File: config.mk
export PLATFORM = sky130hd
export DESIGN_NAME = nibble_serial_addsub_ctrl
export DESIGN_NICKNAME = d
export VERILOG_FILES = /design/src/rtl/nibble_serial_addsub_ctrl.sv
export SDC_FILE = /design/constraint.sdc
export NUM_CORES = 1
export LEC_CHECK = 0
export CORE_ASPECT_RATIO = 0.7
export CORE_UTILIZATION = 54
export CTS_CLUSTER_DIAMETER = 30
export DETAILED_ROUTE_END_ITERATION = 8
export PLACE_DENSITY_LB_ADDON = 0.12
export SYNTH_ARGS = -nofsm -noshare
export SYNTH_HDL_FRONTEND = slang
export SYNTH_SLANG_ARGS = --single-unit
File: constraint.sdc
create_clock -name clk -period 5.5 [get_ports clk]
set_clock_uncertainty 0.2 [all_clocks]
set_input_delay 1.1 -clock clk [delete_from_list [all_inputs] [get_ports clk]]
set_output_delay 1.1 -clock clk [all_outputs]
set_load 0.01 [all_outputs]
File: src/rtl/nibble_serial_addsub_ctrl.sv
// nibble_serial_addsub_ctrl
//   Multi-nibble (W = 4*NIBBLES bit) adder/subtractor that works serially,
//   one nibble per clock and least significant nibble first, on top of a
//   single 4-bit add/sub stage. The carry between nibbles lives in a
//   register. A start/busy/done handshake connects it to the requesting
//   logic. The result, the unsigned carry/borrow and the signed overflow
//   are held until the next operation writes over them.
//
// Handshake: start is sampled only in IDLE or DONE, and a, b and sub are
//   captured on that edge. busy is high for exactly NIBBLES cycles (state
//   RUN). done is then high for one cycle (state DONE). A start seen in
//   DONE relaunches at once. A start seen in RUN is dropped and not queued.
//
// Ports:
//   clk        in   rising-edge clock
//   rst        in   asynchronous active-high reset
//   start      in   operation request
//   sub        in   0 = a+b, 1 = a-b
//   a, b       in   W-bit operands
//   busy       out  high while the operation runs
//   done       out  one-cycle pulse; result/cout/overflow valid
//   result     out  W-bit sum/difference modulo 2^W
//   cout       out  final carry (for sub: 1 = no borrow)
//   overflow   out  signed overflow of the full-width operation
//   dbg_state  out  current FSM state encoding (0 IDLE, 1 RUN, 2 DONE)

module nibble_addsub4 (
    input  logic [3:0] a_i,
    input  logic [3:0] b_i,
    input  logic       sub_i,
    input  logic       cin_i,
    output logic [3:0] sum_o,
    output logic       cout_o,
    output logic       c3_o
);
    logic [3:0] bx;
    logic [4:0] s;
    logic [3:0] low;

    // Subtraction is a + ~b + 1. The +1 comes in through cin, which the
    // controller seeds with sub.
    assign bx     = b_i ^ {4{sub_i}};
    assign s      = {1'b0, a_i} + {1'b0, bx} + {4'b0000, cin_i};
    // Carry into bit 3 is needed for the signed overflow of the top nibble.
    assign low    = {1'b0, a_i[2:0]} + {1'b0, bx[2:0]} + {3'b000, cin_i};
    assign sum_o  = s[3:0];
    assign cout_o = s[4];
    assign c3_o   = low[3];
endmodule

module nibble_serial_addsub_ctrl #(
    parameter int NIBBLES = 4,
    parameter int W       = 4 * NIBBLES
) (
    input  logic         clk,
    input  logic         rst,
    input  logic         start,
    input  logic         sub,
    input  logic [W-1:0] a,
    input  logic [W-1:0] b,
    output logic         busy,
    output logic         done,
    output logic [W-1:0] result,
    output logic         cout,
    output logic         overflow,
    output logic [1:0]   dbg_state
);
    localparam int IW = (NIBBLES > 1) ? $clog2(NIBBLES) : 1;
    localparam logic [IW-1:0] LAST_IDX = IW'(NIBBLES - 1);

    typedef enum logic [1:0] {
        S_IDLE = 2'd0,
        S_RUN  = 2'd1,
        S_DONE = 2'd2
    } state_t;

    state_t        state_q, state_d;
    logic [W-1:0]  a_q, a_d;
    logic [W-1:0]  b_q, b_d;
    logic          sub_q, sub_d;
    logic          carry_q, carry_d;
    logic [IW-1:0] idx_q, idx_d;
    logic [W-1:0]  result_q, result_d;
    logic          cout_q, cout_d;
    logic          ovf_q, ovf_d;

    logic [3:0]    nib_a, nib_b, nib_sum;
    logic          nib_cout, nib_c3;

    // The nibble being worked on is picked by idx from the captured operands,
    // so a/b/sub on the ports are free to change during RUN.
    assign nib_a = a_q[{idx_q, 2'b00} +: 4];
    assign nib_b = b_q[{idx_q, 2'b00} +: 4];

    nibble_addsub4 u_stage (
        .a_i    (nib_a),
        .b_i    (nib_b),
        .sub_i  (sub_q),
        .cin_i  (carry_q),
        .sum_o  (nib_sum),
        .cout_o (nib_cout),
        .c3_o   (nib_c3)
    );

    always_comb begin
        state_d  = state_q;
        a_d      = a_q;
        b_d      = b_q;
        sub_d    = sub_q;
        carry_d  = carry_q;
        idx_d    = idx_q;
        result_d = result_q;
        cout_d   = cout_q;
        ovf_d    = ovf_q;
        case (state_q)
            S_IDLE, S_DONE: begin
                if (start) begin
                    a_d     = a;
                    b_d     = b;
                    sub_d   = sub;
                    carry_d = sub;
                    idx_d   = '0;
                    state_d = S_RUN;
                end else begin
                    state_d = S_IDLE;
                end
            end
            S_RUN: begin
                result_d[{idx_q, 2'b00} +: 4] = nib_sum;
                carry_d = nib_cout;
                if (idx_q == LAST_IDX) begin
                    cout_d  = nib_cout;
                    ovf_d   = nib_c3 ^ nib_cout;
                    state_d = S_DONE;
                end else begin
                    idx_d = idx_q + IW'(1);
                end
            end
            default: state_d = S_IDLE;
        endcase
    end

    always_ff @(posedge clk or posedge rst) begin
        if (rst) begin
            state_q  <= S_IDLE;
            a_q      <= '0;
            b_q      <= '0;
            sub_q    <= 1'b0;
            carry_q  <= 1'b0;
            idx_q    <= '0;
            result_q <= '0;
            cout_q   <= 1'b0;
            ovf_q    <= 1'b0;
        end else begin
            state_q  <= state_d;
            a_q      <= a_d;
            b_q      <= b_d;
            sub_q    <= sub_d;
            carry_q  <= carry_d;
            idx_q    <= idx_d;
            result_q <= result_d;
            cout_q   <= cout_d;
            ovf_q    <= ovf_d;
        end
    end

    assign busy      = (state_q == S_RUN);
    assign done      = (state_q == S_DONE);
    assign result    = result_q;
    assign cout      = cout_q;
    assign overflow  = ovf_q;
    assign dbg_state = state_q;
endmodule

## Yosys cells after proc, flatten, opt, wreduce, memory -nomap -nowiden

Index checks and enable logic that the tools add are counted.
Widths: inputs -> output; s select.

| word-level totals | value |
|---|---|
| register bits after elaboration | 56 |
| input bits | 36 |
| output and inout bits | 22 |
| word-level logic and storage cells | 43 |

| operators by class | value |
|---|---|
| add/sub/neg operators | 6 |
| equality and inequality tests | 6 |
| shift operators | 4 |
| mux-type cells | 9 |
| bitwise logic cells | 2 |
| reduce and logical (&&, ||, !) cells | 7 |

Operator list:

| operator | number |
|---|---|
| $shiftx 16x5->4 | 2 |
| $bwmux 16 | 1 |
| $shift 4x6->16 const A | 1 |
| $shiftx 4x6->16 | 1 |
| $pmux 2 s2 | 2 |
| $mux 2 | 3 |
| $neg 4->6 | 1 |
| $reduce_and 2->1 | 3 |
| $add 4x4->5 | 1 |
| $add 5x1->5 | 1 |
| $add 3x3->4 | 1 |
| $add 4x1->4 | 1 |
| $eq 2x2->1 const B | 2 |
| $ne 2x2->1 const B | 2 |
| $xor 4x4->4 | 1 |
| $reduce_and 3->1 | 1 |
| $add 2x1->2 const B | 1 |
| $eq 2x1->1 const B | 1 |
| $logic_not 2->1 | 1 |
| $mux 1 | 2 |
| $ne 2x1->1 const B | 1 |
| $pmux 1 s2 | 1 |
| $reduce_bool 2->1 | 1 |
| $reduce_or 2->1 | 1 |
| $xor 1x1->1 | 1 |

## Depth between registers and ports, before layout

| depth | value |
|---|---|
| word-level depth | 6 |
| gate-level depth with buffers | 10 |
| depth with buffers taken out | 9 |

## Cells and area by module

Synthesis repeated with hierarchy kept, for this count alone.

| unflattened totals | value |
|---|---|
| cells, all modules | 248 |
| area total of the unflattened synthesis | 2,665.1 um^2 |

By module, submodules not included:

| module | instances | cells an instance | area an instance (um^2) | seq. area each (um^2) |
|---|---|---|---|---|
| nibble_serial_addsub_ctrl | 1 | 232 | 2,504.9 | 1,401.3 |
| nibble_addsub4 | 1 | 16 | 160.2 | 0.0 |

## Least setup slack after synthesis

No wires, ideal clock.

| timing | value |
|---|---|
| path type | flip-flop to flip-flop |
| start | register idx_q[0] |
| end | register ovf_q, in the netlist overflow |
| setup time | 0.128 ns |
| arrival | 2.548 ns |
| data required time | 5.172 ns |
| setup slack | 2.624 ns |
| cell stages (with the launch flop) | 11 |
| buffers on the path | 1 |
| period minus slack after synthesis | 2.876 ns |
| path through | dfrtp_1 buf_6 mux4_2 xnor2_1 fa_1 inv_1 fa_1 a21o_1 a21oi_1 xor2_1 o21ai_0 |

| between the ends | value |
|---|---|
| longest elaborated chain between the ends | 5 |
| elaborated cells between the ends (all ways) | 10 |
| those cells by class | add/sub: 4; eq/ne: 1; shift: 2; bitwise: 2; reduce/logical: 1 |

RTL lines:

| what | RTL line | source |
|---|---|---|
| from (decl) | 82 | `logic [IW-1:0] idx_q, idx_d;` |
| from (signal assigned) | 160 | `idx_q <= idx_d;` |
| $shiftx 16x5->4 | 93 | `assign nib_b = b_q[{idx_q, 2'b00} +: 4];` |
| $xor 4x4->4 | 42 | `assign bx = b_i ^ {4{sub_i}};` |
| $add 4x4->5 or $add 3x3->4 (tied branches) | 43, 45 |  |
| $add 5x1->5 or $add 4x1->4 (tied branches) | 43, 45 |  |
| $xor 1x1->1 | 133 | `ovf_d = nib_c3 ^ nib_cout;` |
| to (signal assigned) | 163 | `ovf_q <= ovf_d;` |
| to (decl) | 85 | `logic ovf_q, ovf_d;` |

Parallel ways exist; a longest one is shown, timed or not.
A chain may end at the register's enable or synchronous reset.

## Worst setup path after layout

Ends and elaborated chain as after synthesis.

==> flow_summary.toml <==
[route]
wirelength_um = 5036
final_antenna_net_count = 0
drc = 0
firstDrtPassIters = 4
wl_per_cell_um = 13.99
vias = 1876
viasPerCell = 5.211
drt_iter0_markers = 88

[clocking]
cts_setup_buffers = 0
insertion_delay_ps = 310
cts_buffers = 5
ctsResizeCount = 0
htree_levels = 2
clockBufferDepth = 2
path_clk_slew_ps = 90
cts_tree = "yes"
clock-sinks = 56
postCtsHoldBufs = 0
cts-root-buf = "clkbuf_8"

[min_path]
hp-class = "register to register"

[critical_path]
worstPathCellList = "mux4_2, xnor2_1, fa_1, inv_1, fa_1, a21o_1, a21oi_1, xor2_1, o21ai_0"
r2r_slack_ps = 2180
critPathMaxFanout = 16
max_stage_delay_ps = 870
crit_path_top_delay_cell = "dfrtp_1"
worstSetupStartpointType = "register"
crit_top_cell = "fa_1"
end_kind = "register"
crit_arrival_ps = 3320
cp.required_ps = 5500
crit_type = "register to register"

[grt]
grt-ovfl-total = 0
grt_pass1_wl_um = 8707
grt_max_degree = 57
antenna_found_initial = 0
grt.total_usage_pct = 22.54
grt_pass1_vias = 1821

[sta]
min_period_ps = 3324
holdWs_ps = 275.0
relSlewSlack_pct = 21.18
drv_slew = 0
fmax_ghz = 0.3009
tightest_slew_ps = 1177
hold_viol = 0
finalSetupViolCount = 0
layout_worst_path_cycle_share_pct = 60.43
rsz0062_at_grt = "no"
setup_tns_ps = 0

[finish]
post_layout_nonfiller_instances = 360
drive_gt1_share_pct = 7.213
finish.utilization_pct = 73.67
fin_nets = 352
area_delta_synth_final_pct = 26.29
n_antenna_cell = 0

[pwr]
p_seq_share_pct = 34.9
clkPwrFrac_pct = 11.3
p_sw_uw = 898.0
combPwrFrac_pct = 53.8
internal_power_uw = 1206
p_leak_uw = 0.001639
p_per_area_mw_per_mm2 = 633.9
netSwitchingFraction_pct = 42.69
power.total_uw = 2103
max-vdd-ir-drop_v = 0.0003694

[logic_synthesis]
syn_avg_cell_area_um2 = 10.47
synth_cell_types = 27
synth-seq-area-share_pct = 53.33
yosys_warnings = 0
synth_top_area_share_pct = 53.33
synth_fp_nets = 298
yosysTopAreaCell = "dfrtp_1"
synthCells = 251
ys_seq_elements = 56
syn_area_mm2 = 0.002628
synth_area_leaders = "dfrtp_1 53%, nand2_1 16%, a22o_1 5.3%, ha_1 4.3%, mux4_1 4.0%"

[die]
fp.coreArea_mm2 = 0.004504
design.die.area_mm2 = 0.005153
chipWidth_um = 85.38
ios = 58
rows = 20
die_h_um = 60.36
start_util_pct = 58.33

[placement]
io_buffer_count = 57
dp_hpwl_um = 3574
placed_cells = 353
place.gp.congestion = 0.7894

[status]
status = "finished clean"

[job]
maxCapViolCount = 0
[Yosys cell counts]
cell,n
nor4_2,1
fa_1,2
buf_6,1
and3_2,2
dfrtp_1,56
nor3_2,1
inv_1,8
a21oi_1,3
ha_1,9
a21o_1,1
nand2b_1,2
nand3_1,3
nand2b_4,1
mux4_2,4
nand3b_1,1
xnor2_1,1
nor4b_4,1
nand2_1,109
buf_2,5
mux4_1,4
clkbuf_1,5
a22o_1,16
o21ai_0,5
clkinv_4,1
xor2_1,6
inv_2,1
nor2b_1,2
[routing by layer]
metal	vias to the layer above	share of wire (%)	track usage [%]
li1	931	-	-
met4	0	1.4	7.143
met5	-	0	0
met1	886	49	31.64
met2	51	45	36.75
met3	8	4.4	4.490
[per-stage QoR]
stage	cell area, µm²	setup WS [ps]
2_1_floorplan	2628	2624
3_3_place_gp	3222	2260
3_5_place_dp	3222	2193
4_1_cts	3318	2169
5_1_grt	3318	1910
6_report	3318	2176
[placed cells by master (no fill, tap or decap)]
| cell type | netlist | layout |
|---|---|---|
| nand2_1 | 109 | 109 |
| clkdlybuf4s50_1 | 0 | 57 |
| dfrtp_1 | 56 | 56 |
| a22o_1 | 16 | 16 |
| ha_1 | 9 | 9 |
| inv_1 | 8 | 7 |
| clkbuf_8 | 0 | 7 |
| xor2_1 | 6 | 6 |
| o21ai_0 | 5 | 5 |
| mux4_2 | 4 | 4 |
| mux4_1 | 4 | 4 |
| nand3_1 | 3 | 3 |
| a21oi_1 | 3 | 3 |
| nand2b_1 | 2 | 2 |
| inv_2 | 1 | 2 |
| and3_2 | 2 | 2 |
| fa_1 | 2 | 2 |
| nor2b_2 | 0 | 1 |
| nand2b_4 | 1 | 1 |
| clkinv_4 | 1 | 1 |
| xnor2_1 | 1 | 1 |
| nor2b_1 | 2 | 1 |
| nor4b_4 | 1 | 1 |
| nand3b_1 | 1 | 1 |
| nor3_2 | 1 | 1 |
| nor4_2 | 1 | 1 |
| a21o_1 | 1 | 1 |
| buf_4 | 0 | 1 |
[layout make-up]
class / instances / area, µm²
inverter: 10 / 42.54
timing repair buffer: 58 / 578.1
multi-input combinational: 174 / 1131
sequential: 56 / 1401
fill: 317 / 1186
tap: 55 / 68.82
clock buffer: 7 / 96.34
[worst max-delay path: cells and delay by family, from the launching register on]
family          cells  cell delay (ps)
xor+xnor            2              340
buf+inv             1               70
flops               1              870
mux                 1              600
compound gates      3              500
fa+ha+maj           2              630
[cell families after synthesis]
logic type      after synthesis  synth area share [%]
simple gates                123                 20.24
flops                        56                 53.33
compound gates               25                 7.142
buf+inv                      21                 3.714
fa+ha+maj                    11                 5.810
mux                           8                 7.429
xor+xnor                      7                 2.333
[power groups by stage]
stage               combinational (µW)  clock, µW  sequential, µW
floorplan                          791          0             703
detailed placement                1130          0             745
CTS                               1140        241             737
global placement                  1100          0             735
global route                      1270        256             762
finish                            1130        237             735
[sequential cells by signal, summed over array words and instances (netlist names)]
signal / count
a_q: 16
b_q: 16
carry_q: 1
cout: 1
dbg_state: 2
idx_q: 2
overflow: 1
result: 16
sub_q: 1
[path summary, 6_finish.rpt]
kind / from / endpoint / cells after the start
max reg2reg: idx_q[0] / overflow / 9
min: a_q[13] / a_q[13] / 2
min reg2reg: a_q[13] / a_q[13] / 2
max in group asynchronous: rst / a_q[10] / 2
min in group asynchronous: rst / b_q[9] / 2
max: idx_q[0] / overflow / 9
Note: power is estimated with default switching activity, not from simulation.
